### src/rtl/phase_couple_driver.sv
// phase_couple_driver: theta-phase-locked coupling drive for one cortical column.
// Tracks the zero crossings of a reference theta oscillator to alternate between
// ENCODE and RETRIEVE. In each sample it forms the phase error of the L2/3 and L6
// oscillators against theta. It scales that error by a coupling gain and drives
// the two layers with opposite signs.
//
// Ports:
//   clk, rst              clock, synchronous active-high reset
//   clk_en                sample strobe; all state advances only when high
//   enable                coupling enable (low forces IDLE)
//   theta_x/y             reference theta oscillator state (signed WIDTH)
//   l23_x/y, l6_x/y       column oscillator states (signed WIDTH)
//   phase_couple_l23/l6   registered coupling drives (signed WIDTH)
//   mode                  0 IDLE, 1 ACQUIRE, 2 ENCODE, 3 RETRIEVE
//   locked                high in ENCODE or RETRIEVE
//   theta_period          samples in the last full theta cycle
//
// Optional feature: define PHASE_COUPLE_RAMP_EN to ramp the gain from 0 to
// K_COUPLE over 2^RAMP_SHIFT samples after every ENCODE/RETRIEVE entry.
module phase_couple_driver #(
    parameter int WIDTH      = 18,
    parameter int FRAC       = 14,
    parameter int K_COUPLE   = 1638,
    parameter int MIN_HALF   = 40,
    parameter int MAX_HALF   = 1000,
    parameter int RAMP_SHIFT = 4
) (
    input  logic                    clk,
    input  logic                    rst,
    input  logic                    clk_en,
    input  logic                    enable,
    input  logic signed [WIDTH-1:0] theta_x,
    input  logic signed [WIDTH-1:0] theta_y,
    input  logic signed [WIDTH-1:0] l23_x,
    input  logic signed [WIDTH-1:0] l23_y,
    input  logic signed [WIDTH-1:0] l6_x,
    input  logic signed [WIDTH-1:0] l6_y,
    output logic signed [WIDTH-1:0] phase_couple_l23,
    output logic signed [WIDTH-1:0] phase_couple_l6,
    output logic [1:0]              mode,
    output logic                    locked,
    output logic [15:0]             theta_period
);
    localparam int unsigned PROD_W = 2 * WIDTH + 1;     // cross-product difference, no overflow
    localparam int unsigned ERR_W  = PROD_W - FRAC;
    localparam int unsigned GAIN_W = WIDTH + 1;
    localparam int unsigned DRV_W  = ERR_W + GAIN_W;
    localparam int unsigned CNT_W  = 16;
    localparam logic signed [DRV_W-1:0] DRV_MAX = DRV_W'((2 ** (WIDTH - 1)) - 1);

    if (MIN_HALF >= MAX_HALF || RAMP_SHIFT < 0 || RAMP_SHIFT > 8) begin : g_bad_params
        $error("phase_couple_driver: invalid parameter set");
    end

    typedef enum logic [1:0] {
        IDLE     = 2'd0,
        ACQUIRE  = 2'd1,
        ENCODE   = 2'd2,
        RETRIEVE = 2'd3
    } state_t;

    state_t                   state, state_next, st1_state;
    logic                     prev_neg, neg_now, rise, fall;
    logic                     long_enough, timeout, accept, load_period;
    logic [CNT_W-1:0]         half_cnt, last_half, half_len;
    logic [CNT_W:0]           period_sum;
    logic signed [ERR_W-1:0]  err_l23_c, err_l6_c, err1_l23, err1_l6;
    logic signed [GAIN_W-1:0] gain_c, gain1;
    logic signed [WIDTH-1:0]  drv_l23_c, drv_l6_c;

    // Scale an error by the gain, drop FRAC bits (floor) and clamp symmetrically.
    function automatic logic signed [WIDTH-1:0] scale_clamp(
        input logic signed [GAIN_W-1:0] g,
        input logic signed [ERR_W-1:0]  e
    );
        logic signed [DRV_W-1:0] p;
        p = (DRV_W'(g) * DRV_W'(e)) >>> FRAC;
        if (p > DRV_MAX) begin
            p = DRV_MAX;
        end else if (p < -DRV_MAX) begin
            p = -DRV_MAX;
        end
        return WIDTH'(p);
    endfunction

    // Crossing detection against the sign seen at the previous sample.
    assign neg_now     = theta_y[WIDTH-1];
    assign rise        = prev_neg & ~neg_now;
    assign fall        = ~prev_neg & neg_now;
    assign long_enough = (half_cnt >= CNT_W'(MIN_HALF));
    assign timeout     = (half_cnt == CNT_W'(MAX_HALF));
    // The crossing sample itself belongs to the half that it closes.
    assign half_len    = half_cnt + CNT_W'(1);
    assign period_sum  = (CNT_W + 1)'(last_half) + (CNT_W + 1)'(half_len);

    // Next-state logic; enable has priority over crossings.
    always_comb begin
        state_next  = state;
        accept      = 1'b0;
        load_period = 1'b0;
        if (!enable) begin
            state_next = IDLE;
        end else begin
            case (state)
                IDLE: state_next = ACQUIRE;
                ACQUIRE: begin
                    if (rise && long_enough) begin
                        state_next = ENCODE;
                        accept     = 1'b1;
                    end
                end
                ENCODE: begin
                    if (timeout) begin
                        state_next = ACQUIRE;
                    end else if (fall && long_enough) begin
                        state_next = RETRIEVE;
                        accept     = 1'b1;
                    end
                end
                RETRIEVE: begin
                    if (timeout) begin
                        state_next = ACQUIRE;
                    end else if (rise && long_enough) begin
                        state_next  = ENCODE;
                        accept      = 1'b1;
                        load_period = 1'b1;
                    end
                end
                default: state_next = IDLE;
            endcase
        end
    end

    // State, sign history, half-period counter and period measurement.
    always_ff @(posedge clk) begin
        if (rst) begin
            state        <= IDLE;
            locked       <= 1'b0;
            prev_neg     <= 1'b0;
            half_cnt     <= '0;
            last_half    <= '0;
            theta_period <= '0;
        end else if (clk_en) begin
            state    <= state_next;
            locked   <= (state_next == ENCODE) || (state_next == RETRIEVE);
            prev_neg <= neg_now;
            if (!enable || state == IDLE || accept) begin
                half_cnt <= '0;
            end else if (half_cnt != CNT_W'(MAX_HALF)) begin
                half_cnt <= half_cnt + CNT_W'(1);
            end
            if (accept) begin
                last_half <= half_len;
            end
            if (load_period) begin
                theta_period <= period_sum[CNT_W] ? '1 : period_sum[CNT_W-1:0];
            end
        end
    end

    assign mode = state;

`ifdef PHASE_COUPLE_RAMP_EN
    localparam int unsigned RAMP_W = RAMP_SHIFT + 1;
    localparam logic [RAMP_W-1:0] RAMP_TOP = RAMP_W'(2 ** RAMP_SHIFT);
    logic [RAMP_W-1:0] ramp;

    assign gain_c = GAIN_W'((K_COUPLE * int'(ramp)) >>> RAMP_SHIFT);

    // Ramp restarts on every ENCODE/RETRIEVE entry and saturates at full scale.
    always_ff @(posedge clk) begin
        if (rst) begin
            ramp <= '0;
        end else if (clk_en) begin
            if ((state_next == ENCODE || state_next == RETRIEVE) && state_next != state) begin
                ramp <= '0;
            end else if (ramp != RAMP_TOP) begin
                ramp <= ramp + RAMP_W'(1);
            end
        end
    end
`else
    assign gain_c = GAIN_W'(K_COUPLE);
`endif

    // Stage-1 phase errors at full product precision.
    assign err_l23_c = ERR_W'((PROD_W'(theta_y) * PROD_W'(l23_x)
                             - PROD_W'(theta_x) * PROD_W'(l23_y)) >>> FRAC);
    assign err_l6_c  = ERR_W'((PROD_W'(theta_y) * PROD_W'(l6_x)
                             - PROD_W'(theta_x) * PROD_W'(l6_y)) >>> FRAC);

    assign drv_l23_c = scale_clamp(gain1, err1_l23);
    assign drv_l6_c  = scale_clamp(gain1, err1_l6);

    // Two-stage pipeline; stage 2 uses the state and gain captured with stage 1.
    always_ff @(posedge clk) begin
        if (rst) begin
            err1_l23         <= '0;
            err1_l6          <= '0;
            gain1            <= '0;
            st1_state        <= IDLE;
            phase_couple_l23 <= '0;
            phase_couple_l6  <= '0;
        end else if (clk_en) begin
            err1_l23  <= err_l23_c;
            err1_l6   <= err_l6_c;
            gain1     <= gain_c;
            st1_state <= state;
            case (st1_state)
                ENCODE: begin
                    phase_couple_l23 <= drv_l23_c;
                    phase_couple_l6  <= -drv_l6_c;
                end
                RETRIEVE: begin
                    phase_couple_l23 <= -drv_l23_c;
                    phase_couple_l6  <= drv_l6_c;
                end
                default: begin
                    phase_couple_l23 <= '0;
                    phase_couple_l6  <= '0;
                end
            endcase
        end
    end

endmodule

### config.mk
export PLATFORM = sky130hd
export DESIGN_NAME = phase_couple_driver
export DESIGN_NICKNAME = d
export VERILOG_FILES = /design/src/rtl/phase_couple_driver.sv
export SDC_FILE = /design/constraint.sdc
export NUM_CORES = 2
export LEC_CHECK = 0
export ABC_AREA = 1
export BUFFER_PORTS_ARGS = -buffer_cell sky130_fd_sc_hd__buf_2
export CAP_MARGIN = 10
export CORE_AREA = 2 2 389 391
export CTS_CLUSTER_DIAMETER = 30
export DETAILED_ROUTE_END_ITERATION = 12
export DIE_AREA = 0 0 391 393
export GPL_TIMING_DRIVEN = 0
export SYNTH_ARGS = -nofsm -noshare
export SYNTH_HDL_FRONTEND = slang
export SYNTH_SLANG_ARGS = --single-unit
### constraint.sdc
create_clock -name clk -period 7.5 [get_ports clk]
set_clock_uncertainty 0.05 [all_clocks]
set_input_delay 0.75 -clock clk [delete_from_list [all_inputs] [get_ports clk]]
set_output_delay 0.75 -clock clk [all_outputs]
set_load 0.05 [all_outputs]
==> results.sh <==
export IMPL_dpl_hpwl_microns=201000
export IMPL_clk_pin_slew_worst_paths_ns=0.07
export IMPL_final_util=0.502
export IMPL_setup_ws_ns=-0.0562
export IMPL_start_kind="input port"
export IMPL_yosysTopAreaCell="fa_1"
export IMPL_crit_fanout=9
export IMPL_grt_pass1_vias=57400
export IMPL_synthCells=8412
export IMPL_rsz0062_at_grt="yes"
export IMPL_initial_core_util=0.449
export IMPL_dpl_cell_area_sq_um=69800
export IMPL_max_cap_viol_count=0
export IMPL_portBuffers=61
export IMPL_yosysWarnings=0
export IMPL_cp_data_required_time_ns=7.82
export IMPL_drt_wirelength_per_cell_microns=21.9
export IMPL_gp_congestion=0.984
export IMPL_antenna_left=0
export IMPL_period_minus_slack_ns=7.56
export IMPL_synth_edf_count=0
export IMPL_fillCellCount=14400
export IMPL_syn_area_sq_um=67000
export IMPL_synth_net_count=10700
export IMPL_path_class="input port to register"
export IMPL_drive_gt1_frac=0.0977
export IMPL_fp_dieH_microns=393
export IMPL_ys_seq_elements=137
export IMPL_violations="negative setup slack"
export IMPL_grt_start_max_net_pins=19
export IMPL_num_nets_final=10900
export IMPL_hold_violations=0
export IMPL_dieArea_sq_um=154000
export IMPL_syn2layout_area_growth_pct=11.9
export IMPL_die_w_microns=391
export IMPL_yosysTopAreaCellShare=0.492
export IMPL_relSlewSlack=0.131
export IMPL_overflow=0
export IMPL_synth_flop_cell="dfxtp_1"
export IMPL_routed_wl_microns=232000
export IMPL_synth_seq_area_share=0.0409
export IMPL_synth_distinct_cells=47
export IMPL_ys_async_sr_fraction=0
export IMPL_core_area_sq_um=149000
export IMPL_grt_pass1_wl_microns=352000
export IMPL_tightest_slew_ns=1.29
export IMPL_outcome="finished with violations"
export IMPL_endpoint_kind="register"
export IMPL_cts_sinks=137
export IMPL_antenna_found_initial=15
export IMPL_htreeDepth=4
export IMPL_fin_crit_sh=1.01
export IMPL_design_area_sq_um=75000
export IMPL_tritoncts="done"
export IMPL_numCtsBuffers=17
export IMPL_num_vias=54000
export IMPL_fin_hold_ws_ns=0.415
export IMPL_drc=0
export IMPL_worst_ep_arrival_time_ns=7.88
export IMPL_fmax_mhz=132
export IMPL_hold_path_class="register to register"
export IMPL_slew_violations=0
export IMPL_drt_iter0_markers=4831
export IMPL_io_pins=167
export IMPL_cts_path_max_buffers=2
export IMPL_synth_top_cells_by_area="fa_1 49%, inv_1 14%, nand2_1 12%, ha_1 9.3%, dfxtp_1 4.1%"
export IMPL_via_per_inst=5.10
export IMPL_grtUsageTotal=0.312
export IMPL_dr_pass1_iters=5
export IMPL_clock_latency_ns=0.48
export IMPL_syn_area_per_cell_sq_um=7.97
export IMPL_cts_root_buf="clkbuf_16"
export IMPL_rows=142
export IMPL_setup_viol=1
registers in the layout, indices dropped and copies added, names as in the netlist:
name and cells:
err1_l23 23, half_cnt 16, st1_state 2, locked 1
prev_neg 1, phase_couple_l6 18, last_half 16, phase_couple_l23 18
mode 2, gain1 1, err1_l6 23, theta_period 16
routing by layer:
| layer | wire length (microns) | GRT usage | share of wire |
|---|---|---|---|
| met1 | 95900 | 0.421 | 0.41 |
| met2 | 103000 | 0.490 | 0.45 |
| met3 | 22300 | 0.0725 | 0.096 |
| met4 | 10100 | 0.115 | 0.043 |
| met5 | 108 | 0 | 0.00047 |
cells in the mapped netlist (5+ instances only):
library cell,instances
inv_2,7
a211oi_1,10
buf_1,28
nand2_2,11
o21a_1,10
dfxtp_1,137
buf_2,9
xor2_1,80
fa_1,1649
o221ai_1,6
nor2_2,9
and2_1,6
nand2_1,2099
ha_1,498
nand3b_1,10
nand3_1,155
o211ai_1,16
nor4_1,7
xnor2_1,63
nor2_1,305
clkbuf_1,303
nor3_1,29
inv_1,2504
a31oi_1,6
nand4_1,23
a21boi_0,5
o21ai_0,131
a21o_1,8
a21oi_1,237
o21bai_1,15
repair_timing:
action / CTS / global route
pin swaps: 75 / 139
setup endpoints to repair: 82 / 56
hold buffers: 0 / 0
resized for setup: 812 / 319
setup buffers: 43 / 71
cloned: 1 / 2
final cells by class:
| class | count | area, sq um | share of cell area |
|---|---|---|---|
| Timing Repair Buffer | 178 | 1330 | 0.0177 |
| Clock inverter | 15 | 136 | 0.00182 |
| Buffer | 340 | 3570 | 0.0476 |
| Multi-Input combinational cell | 5418 | 54900 | 0.732 |
| Sequential cell | 137 | 2740 | 0.0366 |
| Inverter | 2515 | 9470 | 0.126 |
| Antenna cell | 6 | 15.0 | 0.000200 |
| Clock buffer | 17 | 425 | 0.00567 |
| Tap cell | 1944 | 2430 | 0.0324 |
placed cells by master (no fill, tap or decap), types with 12 or more instances in the layout:
cell type / n
a21oi_1: 200
a21oi_2: 29
buf_12: 14
buf_2: 81
buf_4: 127
buf_6: 28
buf_8: 22
clkbuf_1: 44
clkbuf_16: 50
clkbuf_2: 43
clkbuf_4: 49
clkbuf_8: 67
dfxtp_1: 136
fa_1: 1562
fa_2: 87
ha_1: 447
ha_2: 19
ha_4: 32
inv_1: 2464
inv_2: 40
nand2_1: 2068
nand2_2: 32
nand3_1: 150
nand4_1: 23
nor2_1: 293
nor2_2: 17
nor3_1: 21
o211ai_1: 16
o21ai_0: 115
o21ai_1: 13
o21bai_1: 12
xnor2_1: 62
xor2_1: 73
worst max-delay path, cell delays in order:
cell and delay, ns:
clkbuf_8 0.17, clkbuf_16 0.20, nand2_2 0.09, inv_2 0.06, fa_2 0.62, fa_1 0.46, fa_2 0.64, clkinvlp_4 0.10
buf_4 0.17, fa_1 0.61, fa_1 0.48, fa_1 0.57, fa_1 0.47, fa_1 0.53, inv_1 0.05, ha_1 0.28
inv_2 0.05, nor3_4 0.21, nand2_2 0.14, nor4_4 0.42, nand4_1 0.12, o211ai_1 0.18, buf_4 0.20, a21oi_1 0.06
o221a_2 0.23
worst paths after layout:
check | from | endpoint | slack (ns) | depth (start not counted)
setup / recovery | theta_y[17] | err1_l6[22]$_SDFFE_PP0P_ | -0.06 | 25
hold / removal | phase_couple_l23[10]$_SDFFE_PP0P_ | phase_couple_l23[10]$_SDFFE_PP0P_ | 0.42 | 2
setup reg to reg | gain1[1]$_SDFFE_PP0P_ | phase_couple_l6[16]$_SDFFE_PP0P_ | 0.49 | 38
hold reg to reg | phase_couple_l23[10]$_SDFFE_PP0P_ | phase_couple_l23[10]$_SDFFE_PP0P_ | 0.42 | 2
through the flow:
step	TNS [ns]	instances	setup WS (ns)
6_report	-0.0562	10600	-0.0562
5_1_grt	-0.945	10600	-0.210
4_1_cts	-0.0427	10500	-0.0276
3_5_place_dp	-122.95	10400	-2.71
3_3_place_gp	-123.63	10400	-3.32
2_1_floorplan	-0.0178	8412	-0.0178
cells by family after synthesis:
family          after synthesis  share of synthesized area
simple gates               2667                      0.156
buf+inv                    2857                      0.160
fa+ha+maj                  2147                      0.585
flops                       137                     0.0409
xor+xnor                    143                     0.0187
compound gates              461                     0.0381
Power is left out: the tool's default activity adds up to more than one toggle a clock period on the data nets, which glitch-free logic cannot reach.
